### config.mk
export PLATFORM = sky130hd
export DESIGN_NAME = sdf_r2_stage
export DESIGN_NICKNAME = d
export VERILOG_FILES = /design/src/rtl/sdf_r2_stage.sv
export SDC_FILE = /design/constraint.sdc
export NUM_CORES = 1
export LEC_CHECK = 0
export ABC_AREA = 1
export CAP_MARGIN = 20
export CORE_ASPECT_RATIO = 0.7
export CORE_MARGIN = 5
export CORE_UTILIZATION = 35
export DETAILED_ROUTE_END_ITERATION = 8
export GPL_ROUTABILITY_DRIVEN = 0
export PLACE_DENSITY = 0.62
export SYNTH_ARGS = -nofsm -noshare
export SYNTH_HDL_FRONTEND = slang
export SYNTH_SLANG_ARGS = --single-unit
### constraint.sdc
create_clock -name clk -period 5 [get_ports clk]
set_clock_uncertainty 0.05 [all_clocks]
set_input_delay 1.25 -clock clk [delete_from_list [all_inputs] [get_ports clk]]
set_output_delay 1.25 -clock clk [all_outputs]
set_load 0.005 [all_outputs]
### src/rtl/sdf_r2_stage.sv
// Radix-2 single-path delay-feedback FFT stage: butterfly, DEPTH-entry feedback line, twiddle multiply.
// Define SDF_R2_ROUND_EN to round the twiddle product half-up instead of truncating.
module sdf_r2_stage #(
  parameter int DEPTH = 16,
  parameter int DW    = 8,
  parameter int TW    = 8,
  localparam int AW   = (DEPTH > 1) ? $clog2(DEPTH) : 1
) (
  input  logic                 clk,
  input  logic                 rst_n,
  input  logic                 clr,
  input  logic                 in_valid,
  input  logic signed [DW-1:0] in_r,
  input  logic signed [DW-1:0] in_i,
  output logic [AW-1:0]        tw_addr,
  input  logic signed [TW-1:0] tw_r,
  input  logic signed [TW-1:0] tw_i,
  output logic                 out_valid,
  output logic signed [DW+1:0] out_r,
  output logic signed [DW+1:0] out_i
);
  localparam int CW = $clog2(2 * DEPTH);
  localparam int SW = DW + 1;
  localparam int OW = DW + 2;
  localparam int MW = SW + TW;
  localparam int PW = MW + 1;
`ifdef SDF_R2_ROUND_EN
  localparam logic signed [PW-1:0] RND = PW'(1) <<< (TW - 3);
`else
  localparam logic signed [PW-1:0] RND = '0;
`endif

  typedef struct packed {
    logic [SW-1:0] r;
    logic [SW-1:0] i;
  } cpx_t;

  typedef enum logic [1:0] {FILL, BFLY, TWID} st_t;

  st_t                  st, st_nxt;
  logic [CW-1:0]        cnt;
  logic [AW-1:0]        k;
  logic                 acc, last, produce;
  cpx_t                 dl [DEPTH];
  cpx_t                 dl_in;
  logic signed [SW-1:0] ar, ai, br, bi;
  logic signed [OW-1:0] sum_r, sum_i, prod_r, prod_i, nxt_r, nxt_i;
  logic signed [MW-1:0] prr, pii, pri, pir;
  logic signed [PW-1:0] re_full, im_full;

  assign acc = in_valid & ~clr;

  generate
    if (DEPTH == 1) begin : g_k1
      assign k = '0;
    end else begin : g_kn
      assign k = cnt[AW-1:0];
    end
  endgenerate

  assign last    = (k == AW'(DEPTH - 1));
  assign tw_addr = k;

  assign ar = {in_r[DW-1], in_r};
  assign ai = {in_i[DW-1], in_i};
  assign br = dl[DEPTH-1].r;
  assign bi = dl[DEPTH-1].i;

  assign sum_r = {br[SW-1], br} + {ar[SW-1], ar};
  assign sum_i = {bi[SW-1], bi} + {ai[SW-1], ai};

  // Full-precision complex product; |W|<=1 keeps the scaled result within OW bits.
  assign prr     = MW'(br) * MW'(tw_r);
  assign pii     = MW'(bi) * MW'(tw_i);
  assign pri     = MW'(br) * MW'(tw_i);
  assign pir     = MW'(bi) * MW'(tw_r);
  assign re_full = PW'(prr) - PW'(pii);
  assign im_full = PW'(pri) + PW'(pir);
  assign prod_r  = OW'((re_full + RND) >>> (TW - 2));
  assign prod_i  = OW'((im_full + RND) >>> (TW - 2));

  always_ff @(posedge clk or negedge rst_n) begin
    if (!rst_n) st <= FILL;
    else        st <= st_nxt;
  end

  always_comb begin
    st_nxt = st;
    if (clr) st_nxt = FILL;
    else if (acc && last) begin
      case (st)
        FILL:    st_nxt = BFLY;
        BFLY:    st_nxt = TWID;
        TWID:    st_nxt = BFLY;
        default: st_nxt = FILL;
      endcase
    end
  end

  always_comb begin
    produce = 1'b0;
    nxt_r   = '0;
    nxt_i   = '0;
    dl_in.r = ar;
    dl_in.i = ai;
    case (st)
      BFLY: begin
        produce = acc;
        nxt_r   = sum_r;
        nxt_i   = sum_i;
        dl_in.r = br - ar;
        dl_in.i = bi - ai;
      end
      TWID: begin
        produce = acc;
        nxt_r   = prod_r;
        nxt_i   = prod_i;
      end
      default: ;
    endcase
  end

  always_ff @(posedge clk or negedge rst_n) begin
    if (!rst_n)      cnt <= '0;
    else if (clr)    cnt <= '0;
    else if (acc)    cnt <= cnt + CW'(1);
  end

  // Contents are only read DEPTH accepts after being written, so no reset is needed.
  always_ff @(posedge clk) begin
    if (acc) begin
      dl[0] <= dl_in;
      for (int j = 1; j < DEPTH; j++) dl[j] <= dl[j-1];
    end
  end

  always_ff @(posedge clk or negedge rst_n) begin
    if (!rst_n) begin
      out_valid <= 1'b0;
      out_r     <= '0;
      out_i     <= '0;
    end else begin
      out_valid <= produce;
      if (produce) begin
        out_r <= nxt_r;
        out_i <= nxt_i;
      end
    end
  end
endmodule

==> results of run 1 <==
## registers in the layout, summed over array words and instances (netlist names)
register   cells
out_i         10
dl           288
st             2
out_r         10
out_valid      1
cnt            4
## routing by layer
layer | GRT usage [%] | wire length [µm]
met5 | 0 | 21
met4 | 2.62 | 946
met3 | 4.84 | 5590
met2 | 24.2 | 24500
met1 | 23.8 | 25800
## per-stage QoR
step                      util (%)  worst slack, ps  instances  hold WS (ps)  TNS (ps)
after floorplan                  -            -1500       2242           350   -330710
after detailed placement      40.6            -1940       3325           355    -34540
after global placement        40.6            -1840       3325           350    -33590
final                         44.2             -789       3411           352    -11470
after CTS                     43.6             -795       3407           351    -11520
after global routing          44.2             -915       3411           366    -14350
## kinds of logic after synthesis
family | share of synthesized area (%)
AND/OR/NAND/NOR | 12.0
flip-flops | 40.5
XOR/XNOR | 0.685
buffers and inverters | 11.3
AO/OA/AOI/OAI | 3.77
multiplexers | 0.0489
adder cells (fa/ha/maj) | 31.7
## layout by cell type (no fill, tap or decap), types with 6 or more instances in the layout
cell type / n
a21boi_1: 9
inv_1: 526
a21oi_2: 9
xnor2_1: 6
fa_1: 247
nand3_2: 7
clkinv_2: 6
nor2_1: 62
nand2_1: 412
nand3_1: 57
buf_4: 192
o21ai_0: 23
ha_1: 115
inv_2: 78
nor2_4: 9
o21ai_1: 17
clkinv_1: 6
buf_12: 32
clkbuf_16: 25
nand2_2: 40
edfxtp_1: 288
o21ai_2: 7
dfrtp_1: 27
inv_4: 7
buf_6: 33
ha_4: 25
a21oi_4: 7
xor2_1: 12
or2_2: 16
fa_2: 30
o21a_1: 6
nand2_4: 19
a21oi_1: 35
nand4_1: 12
clkdlybuf4s50_1: 43
## critical path, delay by kind of cell
kind / cells / cell delay [ps]
compound gates: 3 / 450
buf+inv: 8 / 700
simple gates: 4 / 330
fa+ha+maj: 7 / 3450
## worst paths after layout
path / start / end / slack, ps / depth (start not counted)
max: tw_r[6] / out_i[7] / -790 / 22
min: dl[0][17] / dl[0][35] / 350 / 0
max reg2reg: dl[1][134] / out_i[7] / -610 / 22
min reg2reg: dl[0][17] / dl[0][35] / 350 / 0
max in group asynchronous: rst_n / out_r[6] / 3630 / 1
min in group asynchronous: rst_n / cnt[3] / 730 / 1
## final cells by class
type	instances	area, µm²
antenna	1	2.50
tap	880	1100
sequential	315	9320
timing repair buffer	313	3080
inverter	612	2330
multi-input combinational	1244	12100
clock inverter	19	126
fill	5992	36300
clock buffer	27	633
## what timing repair did
item / CTS / global route
setup endpoints to repair: 20 / 20
gates cloned: 4 / 0
endpoints found under the hold margin: 0 / 0
resized for setup: 298 / 138
buffers inserted: 32 / 7
pin swaps: 126 / 104
==> flow_summary.ini, run 1 <==
[die]
ios = 61
dieArea_mm2 = 0.0711
die_w_um = 317
die_h_um = 225
core_mm2 = 0.0650
fp-row-count = 78
start_util_pct = 35.4

[clocking]
ctsHtreeMaxLevel = 1
cts-root-buf = clkbuf_16
clkLatencyLatePin_ps = 540
clk_path_buf_depth = 3
cts_num_sinks = 315
cts_hold_buffers = 0
cts_made_buffers = 25
cts_tree = yes
clk_pin_slew_ps = 80

[synth]
netlist_area_mm2 = 0.0230
ys_warn_count = 0
ys_async_sr_fraction_pct = 8.57
synth_nets = 2696
synthTopCellsByArea = edfxtp_1 38%, fa_1 24%, inv_1 9.9%
synth_cells = 2242
yosysMostFrequentCell = inv_1
synth_area_per_cell_um2 = 10.3
synth_top_area_share_pct = 37.6
ys_types = 54
synth_edf_count = 288
synth-seq-area-share_pct = 40.5
post_synth_most_frequent_cells = 606 x inv_1, 464 x nand2_1, 288 x edfxtp_1
yosysTopAreaCell = edfxtp_1
ys_ff_latch = 315
synth_ff_type = edfxtp_1

[setup_path]
crit_slowest_cell = fa_1
required_ps = 5410
cp.arrival_ps = 6200
slowest_delay_ps = 580
critPathCaptureType = flop
crit_type = in2reg
crit_fanout = 4
crit_chain = buf_12, buf_12, buf_6, nand2_2, inv_2, fa_1, fa_1, fa_1, fa_1, fa_1, inv_2, fa_1, inv_2, ha_4, nand2_4, buf_4, inv_1, a21oi_2, o211a_1, nand3_1, nand3_1, a2bb2oi_1
cpMostUsedCell = fa_1
worstSetupStartpointType = primary input

[sta]
setup_viol_count_final = 20
maxSlewHeadroom_pct = 39.2
slew_violations = 0
setup_slack_ps = -789
max_freq_mhz = 173
min_period_ps = 5790
finalCritPeriodShare_pct = 116
grt_setup_unrepaired = true
hold_viol = 0
worstMarginPinSlew_ps = 910

[detailed_routing]
drcViolationCount = 0
first_iter_violations = 1307
drt_pass1_iterations = 5
vias = 15600
vias_per_cell = 4.57
drt_wl_total_um = 56900
ant_nets = 0
post_drt_wl_per_cell_um = 16.7

[grt]
track_usage_pct = 16.2
grt_overflow = 0
antenna_found_initial = 3
grt_pass1_wl_um = 90200
grt_max_degree = 154
first_global_vias = 16300

[layout]
drive_gt1_share_pct = 23.4
syn2layout_area_growth_pct = 24.6
final_cell_area_mm2 = 0.0287
layout.nets = 2965

[status]
outcome = complete, but fails checks
failed_checks = negative setup slack

[hold_path]
min_path_type = reg2reg

[placed_design]
hpwl_um = 43000
place_area_mm2 = 0.0264
port_buffers = 60

[job]
maxCapViolCount = 0
Power of run 1 is left out: the tool's default activity adds up to more than one toggle a clock period on the data nets, which glitch-free logic cannot reach.
==> inputs of run 2 (changes only) <==
--- a/config.mk
+++ b/config.mk
@@ -8,7 +8,7 @@
 export ABC_AREA = 1
 export CAP_MARGIN = 20
 export CORE_ASPECT_RATIO = 0.7
-export CORE_MARGIN = 5
+export CORE_MARGIN = 2
 export CORE_UTILIZATION = 35
 export DETAILED_ROUTE_END_ITERATION = 8
 export GPL_ROUTABILITY_DRIVEN = 0
==> run 2 against run 1 <==
  * The run still ends with negative setup slack left
  * Die area decreased by 4.5%
  * Maximum frequency about the same
  * Flip-flop and latch count unchanged
  * Critical path depth increased by 3
  * Cell count increased by 0.91%
  * Wire length increased by 2.5%
  * Global-route usage increased by 1.2 points
  * Via count increased by 2.3%
  * Largest cell class unchanged
  * Highest routed layer unchanged
==> flow_summary.ini, run 2 (same netlist as run 1, synthesis figures left out) <==
[status]
outcome = complete, but fails checks
failed_checks = negative setup slack

[die]
ios = 61
fp-row-count = 78
core_mm2 = 0.0649
dieArea_mm2 = 0.0679
die_h_um = 219
die_w_um = 311
start_util_pct = 35.5

[layout]
final_cell_mix = 533 x inv_1, 423 x nand2_1, 288 x edfxtp_1
layout.nets = 2997
syn2layout_area_growth_pct = 26.4
fillCellCount = 5870
reg.largest.list = dl: 288 flops, out_i: 10 flops, out_r: 10 flops
final_cell_area_mm2 = 0.0291
fin_util_pct = 44.8
stdcell_count = 3442
top_register = dl
drive_gt1_share_pct = 23.5
largest_reg_flops = 288
multi_input_area_mm2 = 0.0120
final-seq-area_mm2 = 0.00932
diodes = 0
layout_commonest_cell = inv_1

[detailed_routing]
first_iter_violations = 1453
ant_nets = 0
vias = 16000
drt_wl_total_um = 58300
drcViolationCount = 0
vias_per_cell = 4.64
post_drt_wl_per_cell_um = 16.9
drt_pass1_iterations = 5

[setup_path]
slowest_delay_ps = 570
crit_slowest_cell = fa_1
crit_type = in2reg
worstSetupStartpointType = primary input
required_ps = 5430
crit_fanout = 5
cpMostUsedCell = fa_1
critPathCaptureType = flop
cp.arrival_ps = 6220

[clocking]
ctsHtreeMaxLevel = 1
cts_made_buffers = 26
clk_path_buf_depth = 3
cts_tree = yes
cts-root-buf = clkbuf_16
cts_num_sinks = 315
clkLatencyLatePin_ps = 590
clk_pin_slew_ps = 70
cts_hold_buffers = 0

[sta]
slew_violations = 0
maxSlewHeadroom_pct = 38.7
setup_viol_count_final = 20
min_period_ps = 5790
max_freq_mhz = 173
hold_viol = 0
worstMarginPinSlew_ps = 919
grt_setup_unrepaired = true
finalCritPeriodShare_pct = 116
finalSetupTns_ps = -12220
setup_slack_ps = -789

[hold_path]
min_path_type = reg2reg

[grt]
gr-usage-met2_pct = 27.3
antenna_found_initial = 2
met1_usage_pct = 25.3
met3_usage_pct = 3.25
grt_pass1_wl_um = 92300
first_global_vias = 16600
gr-max-usage-layer = met2
grt_max_degree = 126
track_usage_pct = 17.4
grt_overflow = 0

[placed_design]
place_area_mm2 = 0.0265
place_inst = 3340
port_buffers = 60
hpwl_um = 43600

[job]
maxCapViolCount = 0
[run 2: changes by cell type in the layout (fill, tap and decap cells not counted), sizes merged]
cell,previous run,this run
bufbuf,0,2
diode,1,0
clkdlybuf4s15,0,1
bufinv,0,3
clkinvlp,3,1
clkinv,14,9
inv,614,613
clkbuf,27,33
buf,270,298
[run 2: per-layer routing]
| layer | vias up | share of wire [%] | wire, µm |
|---|---|---|---|
| li1 | 7406 | - | - |
| met1 | 7980 | 47 | 27500 |
| met3 | 68 | 6.8 | 3960 |
| met5 | - | 0.017 | 10 |
| met4 | 2 | 1.6 | 918 |
| met2 | 500 | 44 | 25900 |
[run 2: worst max-delay path, delay by kind of cell]
family / cells / cell delay [ps]
AOI/OAI and AO/OA: 6 / 700
and+or+nand+nor: 2 / 120
buffers and inverters: 10 / 870
adders and majority gates: 7 / 3260
[run 2: path summary, 6_finish.rpt]
kind                                  from         to  slack, ps  cells past startpoint
worst min-delay path             dl[0][54]  dl[0][72]        350                      0
min in group asynchronous            rst_n     cnt[0]        680                      1
max in group asynchronous            rst_n   out_r[7]       3620                      1
worst min register to register   dl[0][54]  dl[0][72]        350                      0
worst max-delay path               tw_r[4]   out_i[5]       -790                     25
worst max register to register  dl[1][143]   out_i[7]       -700                     25
[run 2: cell type report]
type,count,share of cell area (%)
multi-input cells,1244,41.4
flip-flops and latches,315,32.0
repair buffers,344,11.8
inverters,612,8.03
well taps,880,3.78
clock buffers,33,2.43
clock inverters,14,0.585
[run 2: timing repair]
action,4_1_cts,5_1_grt
cloned,6,0
endpoints found under the setup margin,20,20
resized for setup,305,108
pin swaps,157,116
setup buffers,44,12
[run 2: per-stage QoR]
step	setup slack, ps	hold WS [ps]
floorplan	-1500	350
global placement	-1890	351
detailed placement	-1970	355
CTS	-781	357
global route	-938	373
finish	-789	354
Power of run 2 is left out for the same reason.
==> inputs of run 3 (changes only) <==
--- a/config.mk
+++ b/config.mk
@@ -6,13 +6,14 @@
 export NUM_CORES = 1
 export LEC_CHECK = 0
 export ABC_AREA = 1
+export ABC_CLOCK_PERIOD_IN_PS = 5920
 export CAP_MARGIN = 20
 export CORE_ASPECT_RATIO = 0.7
 export CORE_MARGIN = 2
 export CORE_UTILIZATION = 35
 export DETAILED_ROUTE_END_ITERATION = 8
 export GPL_ROUTABILITY_DRIVEN = 0
-export PLACE_DENSITY = 0.62
+export PLACE_DENSITY = 0.6
 export SYNTH_ARGS = -nofsm -noshare
 export SYNTH_HDL_FRONTEND = slang
 export SYNTH_SLANG_ARGS = --single-unit
==> constraint.sdc (replaced) <==
create_clock -name clk -period 5.92 [get_ports clk]
set_clock_uncertainty 0.05 [all_clocks]
set_input_delay 1.48 -clock clk [delete_from_list [all_inputs] [get_ports clk]]
set_output_delay 1.48 -clock clk [all_outputs]
set_load 0.005 [all_outputs]
==> run 3 against run 2 <==
  * The run still ends with negative setup slack left
  * Setup slack better by 550 ps
  * Final area down 2.7%
  * First-iteration DRC count down 9.9%
  * Critical path depth down 2
  * Critical endpoint is now out_r[6]
  * Flip-flop and latch count unchanged
  * Hold slack worse by 19 ps
  * Global-route usage down 0.58 points
==> flow_summary.ini, run 3 (same netlist as run 1, synthesis figures left out) <==
[layout]
final_cell_area_mm2 = 0.0283
fin_util_pct = 43.6
top_register = dl
diodes = 0
layout.nets = 2940
reg.largest.list = dl: 288 flops, out_i: 10 flops, out_r: 10 flops
fillCellCount = 5958
drive_gt1_share_pct = 21.1
final_cell_mix = 539 x inv_1, 423 x nand2_1, 288 x edfxtp_1
layout_commonest_cell = inv_1
syn2layout_area_growth_pct = 22.9
largest_reg_flops = 288

[detailed_routing]
vias = 15700
vias_per_cell = 4.63
drt_wl_total_um = 56800
drcViolationCount = 0
ant_nets = 0
drt_pass1_iterations = 5
first_iter_violations = 1309
post_drt_wl_per_cell_um = 16.8

[clocking]
ctsHtreeMaxLevel = 1
cts-root-buf = clkbuf_16
clk_pin_slew_ps = 110
clkLatencyLatePin_ps = 570
cts_num_sinks = 315
cts_tree = yes
cts_made_buffers = 26
clk_path_buf_depth = 3

[grt]
grt_pass1_wl_um = 89800
first_global_vias = 16200
antenna_found_initial = 1
grt_overflow = 0
track_usage_pct = 16.8
grt_max_degree = 195

[die]
core_mm2 = 0.0649
fp-row-count = 78
start_util_pct = 35.5
die_h_um = 219
ios = 61
die_w_um = 311
dieArea_mm2 = 0.0679

[status]
failed_checks = negative setup slack
outcome = complete, but fails checks

[setup_path]
crit_type = in2reg
worstSetupStartpointType = primary input
cp.arrival_ps = 6590
crit_fanout = 5
required_ps = 6350
critPathCaptureType = flop

[job]
maxCapViolCount = 0

[sta]
max_freq_mhz = 162
finalCritPeriodShare_pct = 104
min_period_ps = 6160
setup_viol_count_final = 13
slew_violations = 0
hold_viol = 0
maxSlewHeadroom_pct = 27.6
grt_setup_unrepaired = true
setup_slack_ps = -237
worstMarginPinSlew_ps = 1090

[hold_path]
min_path_type = reg2reg

[placed_design]
place_area_mm2 = 0.0261
hpwl_um = 41800
port_buffers = 60
## run 3: cell count changes in the layout (fill, tap and decap cells not counted), moves of 5 or more
| cell | previous run | this run |
|---|---|---|
| fa_1 | 263 | 254 |
| nand3_2 | 10 | 4 |
| nand3_1 | 54 | 61 |
| buf_6 | 36 | 27 |
| buf_12 | 34 | 20 |
| buf_4 | 214 | 179 |
| fa_2 | 14 | 23 |
| nand2_2 | 31 | 36 |
| inv_1 | 533 | 539 |
## run 3: critical path, cell delays in order
cell	delay, ps
buf_8	100
buf_12	130
nand2_4	50
inv_2	30
fa_2	560
clkinv_4	100
fa_1	490
fa_1	510
fa_1	520
fa_1	550
inv_2	40
fa_1	490
inv_2	50
ha_4	300
buf_6	100
nand4_1	180
nor3_2	340
o21ai_2	110
nand3_1	90
nand3_1	70
nand2_1	110
nand3_1	70
nand2_1	90
## run 3: final cells by class
| class | instances | area [µm²] | area share, % |
|---|---|---|---|
| multi-input cells | 1244 | 11900 | 42.2 |
| flip-flops and latches | 315 | 9320 | 32.9 |
| repair buffers | 287 | 2730 | 9.65 |
| inverters | 612 | 2330 | 8.25 |
| well taps | 880 | 1100 | 3.89 |
| clock buffers | 32 | 694 | 2.45 |
| clock inverters | 16 | 174 | 0.614 |
## run 3: routing by layer
metal | track usage (%) | routed length (µm)
met1 | 25.2 | 26800
met2 | 25.9 | 25000
met3 | 2.88 | 4030
met4 | 2.52 | 936
met5 | 0 | 0
## run 3: timing repair
action                                  in CTS  in global routing
buffers inserted                            28                 10
pin swaps                                  114                127
gates cloned                                 4                  0
endpoints found under the setup margin      20                 19
hold buffers                                 0                  0
gates resized for setup                    199                164
## run 3: final timing paths
check                            from   endpoint  slack (ps)  cells after the start
setup / recovery              tw_i[2]   out_r[6]        -240                     23
hold / removal             dl[0][143]  dl[1][17]         330                      0
setup reg to reg           dl[1][143]   out_r[6]          90                     23
hold reg to reg            dl[0][143]  dl[1][17]         330                      0
max in group asynchronous       rst_n   out_i[0]        4310                      1
min in group asynchronous       rst_n   out_i[9]         930                      1
## run 3: per-stage QoR
stage	instances	setup slack, ps	TNS (ps)	hold WS (ps)
after floorplan	2242	-814	-114740	350
after CTS	3379	-275	-2100	348
after detailed placement	3299	-1450	-22590	355
after global placement	3299	-1250	-21190	351
after global routing	3386	-434	-3710	360
final	3386	-237	-1470	335
Power of run 3 is left out for the same reason.
